===== src/rtl/voice_allocator.sv =====
// voice_allocator: polyphony scheduler assigning note events to NUM_VOICES voice slots.
// Ports: clk; reset (async, active-low); ev_valid/ev_ready/ev_on/ev_note/ev_octave event handshake;
//   voice_ld one-hot load strobe with voice_note/voice_octave bus; voice_active slot play enables;
//   drop pulses when a note-on is rejected.
// Config: define VOICE_ALLOC_STEAL_EN to steal the oldest slot when all slots are busy.
module voice_allocator #(
  parameter int NUM_VOICES = 4,
  parameter int AGE_W = 4
) (
  input  logic                  clk,
  input  logic                  reset,
  input  logic                  ev_valid,
  output logic                  ev_ready,
  input  logic                  ev_on,
  input  logic [3:0]            ev_note,
  input  logic [2:0]            ev_octave,
  output logic [NUM_VOICES-1:0] voice_ld,
  output logic [3:0]            voice_note,
  output logic [2:0]            voice_octave,
  output logic [NUM_VOICES-1:0] voice_active,
  output logic                  drop
);
  localparam int IW = $clog2(NUM_VOICES);
  localparam logic [IW-1:0] LAST = IW'(NUM_VOICES - 1);
  typedef enum logic [1:0] {IDLE, SCAN, COMMIT} state_t;
  state_t state, state_n;
  logic c_on;
  logic [3:0] c_note;
  logic [2:0] c_oct;
  logic [IW-1:0] idx, m_idx, f_idx, o_idx, m_idx_n, f_idx_n, o_idx_n, tgt;
  logic m_ok, f_ok, o_ok, m_ok_n, f_ok_n, o_ok_n, hit, older, bad, full_drop, drop_n;
  logic [AGE_W-1:0] o_age, o_age_n;
  logic [3:0] s_note [NUM_VOICES];
  logic [2:0] s_oct [NUM_VOICES];
  logic [AGE_W-1:0] s_age [NUM_VOICES];
  logic [NUM_VOICES-1:0] clr, ld_n, clr_n;
  always_ff @(posedge clk or negedge reset)
    if (!reset) state <= IDLE;
    else state <= state_n;
  always_comb begin
    state_n = state;
    if (state == IDLE && ev_valid) state_n = SCAN;
    if (state == SCAN && idx == LAST) state_n = COMMIT;
    if (state == COMMIT) state_n = IDLE;
  end
  always_comb ev_ready = reset && state == IDLE;
  // Running scan results including the slot examined this cycle; on the last
  // slot these fold directly into the registered commit decision.
  always_comb begin
    hit = voice_active[idx] && s_note[idx] == c_note && s_oct[idx] == c_oct;
    m_ok_n = m_ok | hit;
    m_idx_n = m_ok ? m_idx : idx;
    f_ok_n = f_ok | !voice_active[idx];
    f_idx_n = f_ok ? f_idx : idx;
    older = voice_active[idx] && (!o_ok || s_age[idx] > o_age);
    o_ok_n = o_ok | voice_active[idx];
    o_idx_n = older ? idx : o_idx;
    o_age_n = older ? s_age[idx] : o_age;
    tgt = m_ok_n ? m_idx_n : f_ok_n ? f_idx_n : o_idx_n;
    bad = c_note >= 4'd12;
`ifdef VOICE_ALLOC_STEAL_EN
    full_drop = 1'b0;
`else
    full_drop = !m_ok_n && !f_ok_n;
`endif
    ld_n = (c_on && !bad && !full_drop) ? NUM_VOICES'(1) << tgt : '0;
    drop_n = c_on && (bad || full_drop);
    clr_n = (!c_on && m_ok_n) ? NUM_VOICES'(1) << m_idx_n : '0;
  end
  // Slot state is updated at the end of COMMIT from the registered strobes.
  always_ff @(posedge clk or negedge reset)
    if (!reset) begin
      {c_on, c_note, c_oct, idx, m_idx, f_idx, o_idx, m_ok, f_ok, o_ok, o_age} <= '0;
      {voice_ld, drop, voice_note, voice_octave, voice_active, clr} <= '0;
      for (int k = 0; k < NUM_VOICES; k++) begin
        s_note[k] <= '0;
        s_oct[k] <= '0;
        s_age[k] <= '0;
      end
    end else begin
      if (state == IDLE && ev_valid) begin
        {c_on, c_note, c_oct} <= {ev_on, ev_note, ev_octave};
        {idx, m_ok, f_ok, o_ok} <= '0;
      end
      if (state == SCAN) begin
        idx <= idx + IW'(1);
        {m_ok, m_idx, f_ok, f_idx, o_ok, o_idx, o_age} <= {m_ok_n, m_idx_n, f_ok_n, f_idx_n, o_ok_n, o_idx_n, o_age_n};
      end
      voice_ld <= (state == SCAN && idx == LAST) ? ld_n : '0;
      drop <= state == SCAN && idx == LAST && drop_n;
      clr <= (state == SCAN && idx == LAST) ? clr_n : '0;
      if (state == SCAN && idx == LAST && |ld_n) {voice_note, voice_octave} <= {c_note, c_oct};
      if (state == COMMIT)
        for (int k = 0; k < NUM_VOICES; k++)
          if (voice_ld[k]) begin
            s_note[k] <= voice_note;
            s_oct[k] <= voice_octave;
            s_age[k] <= '0;
            voice_active[k] <= 1'b1;
          end else if (clr[k]) voice_active[k] <= 1'b0;
          else if (voice_active[k] && |voice_ld && !(&s_age[k])) s_age[k] <= s_age[k] + AGE_W'(1);
    end
endmodule


===== config.mk =====
export PLATFORM = sky130hd
export DESIGN_NAME = voice_allocator
export DESIGN_NICKNAME = d
export VERILOG_FILES = /design/src/rtl/voice_allocator.sv
export SDC_FILE = /design/constraint.sdc
export NUM_CORES = 1
export LEC_CHECK = 0
export CORE_ASPECT_RATIO = 1.1
export CORE_UTILIZATION = 47
export CTS_CLUSTER_DIAMETER = 60
export DETAILED_ROUTE_END_ITERATION = 6
export GPL_TIMING_DRIVEN = 0
export HOLD_SLACK_MARGIN = 0.05
export MAX_ROUTING_LAYER = met4
export PLACE_DENSITY = 0.7
export RECOVER_POWER = 100
export SYNTH_ARGS = -nofsm -noshare
export SYNTH_HDL_FRONTEND = slang
export SYNTH_SLANG_ARGS = --single-unit
export TNS_END_PERCENT = 30

===== constraint.sdc =====
create_clock -name clk -period 6.44 [get_ports clk]
set_input_delay 0.644 -clock clk [delete_from_list [all_inputs] [get_ports clk]]
set_output_delay 0.644 -clock clk [all_outputs]
set_load 0.01 [all_outputs]

==> impl_metrics.tcl <==
set metrics [dict create \
    seq_power_share 0.422 \
    ys_seq_area_frac 0.4979 \
    slowest_delay_ns 0.60 \
    dr.first_iter.drc_count 166 \
    h-tree-depth 3 \
    cts_hold_buf 0 \
    diodes 0 \
    critPathLaunch "idx[0]$_DFFE_PN0P_" \
    place_inst 549 \
    dr.pass1.iters 4 \
    path_common_cell "clkbuf_1" \
    max_freq_mhz 222.2 \
    min_period_ns 4.501 \
    rows 36 \
    worstPathRequired_ns 6.68 \
    setup_viol 0 \
    clockPowerShare 0.253 \
    synth_area_sq_um 4423 \
    grt_pass1_vias 3250 \
    drv_cap 0 \
    cp_top_family "buffers and inverters" \
    synth_ff_type "dfrtp_1" \
    ys_warn_count 0 \
    critPathMaxFanout 10 \
    ys_ff_latch 88 \
    path_class "flop to flop" \
    rsz0062_at_grt "no" \
    multi_input_area_sq_um 2098 \
    arrival_ns 4.75 \
    route.detailed.wl_per_inst_um 17.62 \
    post_cts_buffers 0 \
    nets 466 \
    antenna_found_initial 0 \
    async_flop_share 1.000 \
    dr_total_vias 3278 \
    fin_cells 565 \
    syn_inst 407 \
    outcome "complete, no violations" \
    power.share.switching 0.3587 \
    cp.buffers_inverters 3 \
    detail-route-antenna-nets 0 \
    grt_pass1_wl_mm 16.62 \
    start_util 0.4910 \
    p_leak_nw 2.284 \
    portBuffers 27 \
    layout-drive-gt1-share 0.1375 \
    startpoint_type "flop" \
    clk_pin_slew_ns 0.08 \
    rr_startpoint "idx[0]$_DFFE_PN0P_" \
    routed_wl_mm 9.957 \
    cts_buffers 9 \
    grt_usage 0.2310 \
    gr-total-overflow 0 \
    cts_sinks 88 \
    powerDensity_nw_per_um2 343.2 \
    final-seq-area_sq_um 2202 \
    core_area_sq_um 9009 \
    fp.dieH_um 103.7 \
    clockBufferDepth 2 \
    post_cts_resized 0 \
    fin_setup_tns_ns 0 \
    peakVddDrop_uv 183.1 \
    synth_cell_types 47 \
    die-area_sq_um 9803 \
    vias_per_cell 5.802 \
    grt_start_max_net_pins 71 \
    drv_slew 0 \
    worstMarginPinSlew_ns 1.215 \
    layout_common_cells "dfrtp_1 (88), nand2_1 (73), mux2_2 (35)" \
    switchingPower_mw 0.6228 \
    io_pins 28 \
    maxSlewHeadroom 0.1903 \
    syn_nets 427 \
    slowest_stage "mux4_2" \
    min_from "o_idx[1]$_DFFE_PN0P_" \
    die_w_um 94.50 \
    p_int_mw 1.114 \
    crit_chain "clkbuf_1 > clkbuf_1 > clkbuf_1 > mux4_2 > ha_1 > and3b_1 > a2111oi_0 > o21a_1 > nand3b_1 > mux2_2" \
    pwr-share-comb 0.324 \
    cts_tree "done" \
    fillCellCount 766 \
    synth_edf_count 0 \
    syn_area_per_cell_sq_um 10.87 \
    final_common_cell "dfrtp_1" \
    fin_crit_sh 0.6989 \
    setup.worst_path.end_class "flop" \
    syn_to_final_growth_pct 14.40 \
    dp_hpwl_mm 7.091 \
    hold_viol 0 \
    cts-root-buf "clkbuf_8" \
    finalClockSkew_ns 0.01234 \
    min_path_type "flop to flop" \
    drc_errors 0 \
    worstSkewPairLatency_ns 0.36 \
    gp_congestion 0.8875 \
]
through the flow:
step,cell area (sq um),power (mW),utilization,hold slack (ns),setup WS (ns)
4_1_cts,5092,1.770,0.5653,0.1472,2.261
5_1_grt,5060,1.849,0.5617,0.5169,1.586
2_1_floorplan,4423,1.126,-,0.3484,2.969
3_3_place_gp,4836,1.310,0.5368,0.4618,0.8452
3_5_place_dp,4861,1.327,0.5396,0.4773,2.280
6_report,5060,1.737,0.5617,0.4948,1.939
final cells by class:
type | count | share of cell area
sequential | 88 | 0.4352
inverter | 8 | 0.005935
clock inverter | 4 | 0.01508
clock buffer | 12 | 0.03066
buffer | 17 | 0.01261
timing repair buffer | 28 | 0.05762
tap | 114 | 0.02819
multi-input combinational | 294 | 0.4147
cell families (layout without fill, tap and decap cells):
kind of cell / Yosys count / in the layout / synth area share
DFF: 88 / 88 / 0.4979
adders and majority gates: 9 / 9 / 0.02546
muxes: 54 / 54 / 0.1547
AOI/OAI and AO/OA: 66 / 66 / 0.1044
buffers and inverters: 25 / 69 / 0.02574
xor gates and xnor gates: 18 / 18 / 0.03564
and+or+nand+nor: 147 / 147 / 0.1562
power by group through the flow:
stage | sequential [mW] | clock [mW] | combinational, mW
detailed placement | 0.745 | 0 | 0.583
global route | 0.746 | 0.475 | 0.627
finish | 0.734 | 0.440 | 0.563
floorplan | 0.724 | 0 | 0.403
CTS | 0.735 | 0.448 | 0.586
global placement | 0.742 | 0 | 0.568
per-layer routing:
metal  track usage  vias up  share of wire
met4       0.09524        0          0.034
met2        0.3561       84           0.48
met5             -        -              0
li1              -     1541              -
met3       0.04552       31          0.041
met1        0.2975     1622           0.44
flip-flops by register name, summed over array words and instances, names as in the netlist, 2 cells and up:
register      cells
c_note            4
voice_active      4
state             2
c_oct             3
idx               2
m_idx             2
s_age            16
o_age             4
voice_ld          4
voice_note        4
s_oct            12
voice_octave      3
f_idx             2
s_note           16
clr               4
synthesized netlist by cell type (all sizes together) (3+ instances only):
cell type	instances	area, sq um
a21oi	13	68.82
nor2	19	71.32
o22ai	6	37.54
nand2b	7	43.79
nor3	7	35.03
clkbuf	10	37.54
ha	9	112.6
nand3b	4	30.03
a22oi	11	82.58
o211ai	8	60.06
dfrtp	88	2202
inv	8	30.03
a22o	4	35.03
a2111oi	3	45.05
mux2	35	394.1
xnor2	4	35.03
buf	7	46.29
nand3	7	35.03
mux2i	11	110.1
and2	4	25.03
nand2	73	274.0
o21ai	13	65.06
nor2b	3	18.77
nand4	13	81.33
xor2	14	122.6
mux4	8	180.2
final timing paths:
check	to	slack (ns)	depth (start not counted)
hold reg to reg	o_idx[1]$_DFFE_PN0P_	0.49	2
setup / recovery	o_age[3]$_DFFE_PN0P_	1.94	10
hold / removal	o_idx[1]$_DFFE_PN0P_	0.49	2
min in group asynchronous	s_age[15]$_DFFE_PN0P_	0.51	1
max in group asynchronous	clr[3]$_DFF_PN0_	5.00	2
setup reg to reg	o_age[3]$_DFFE_PN0P_	1.94	10
worst register-to-register path, cell delays in order (launching register included):
cell	delay, ns
dfrtp_1	0.36
clkbuf_1	0.44
clkbuf_1	0.53
clkbuf_1	0.50
mux4_2	0.60
ha_1	0.31
and3b_1	0.18
a2111oi_0	0.60
o21a_1	0.21
nand3b_1	0.27
mux2_2	0.38
Note: power is estimated with default switching activity, not from simulation.
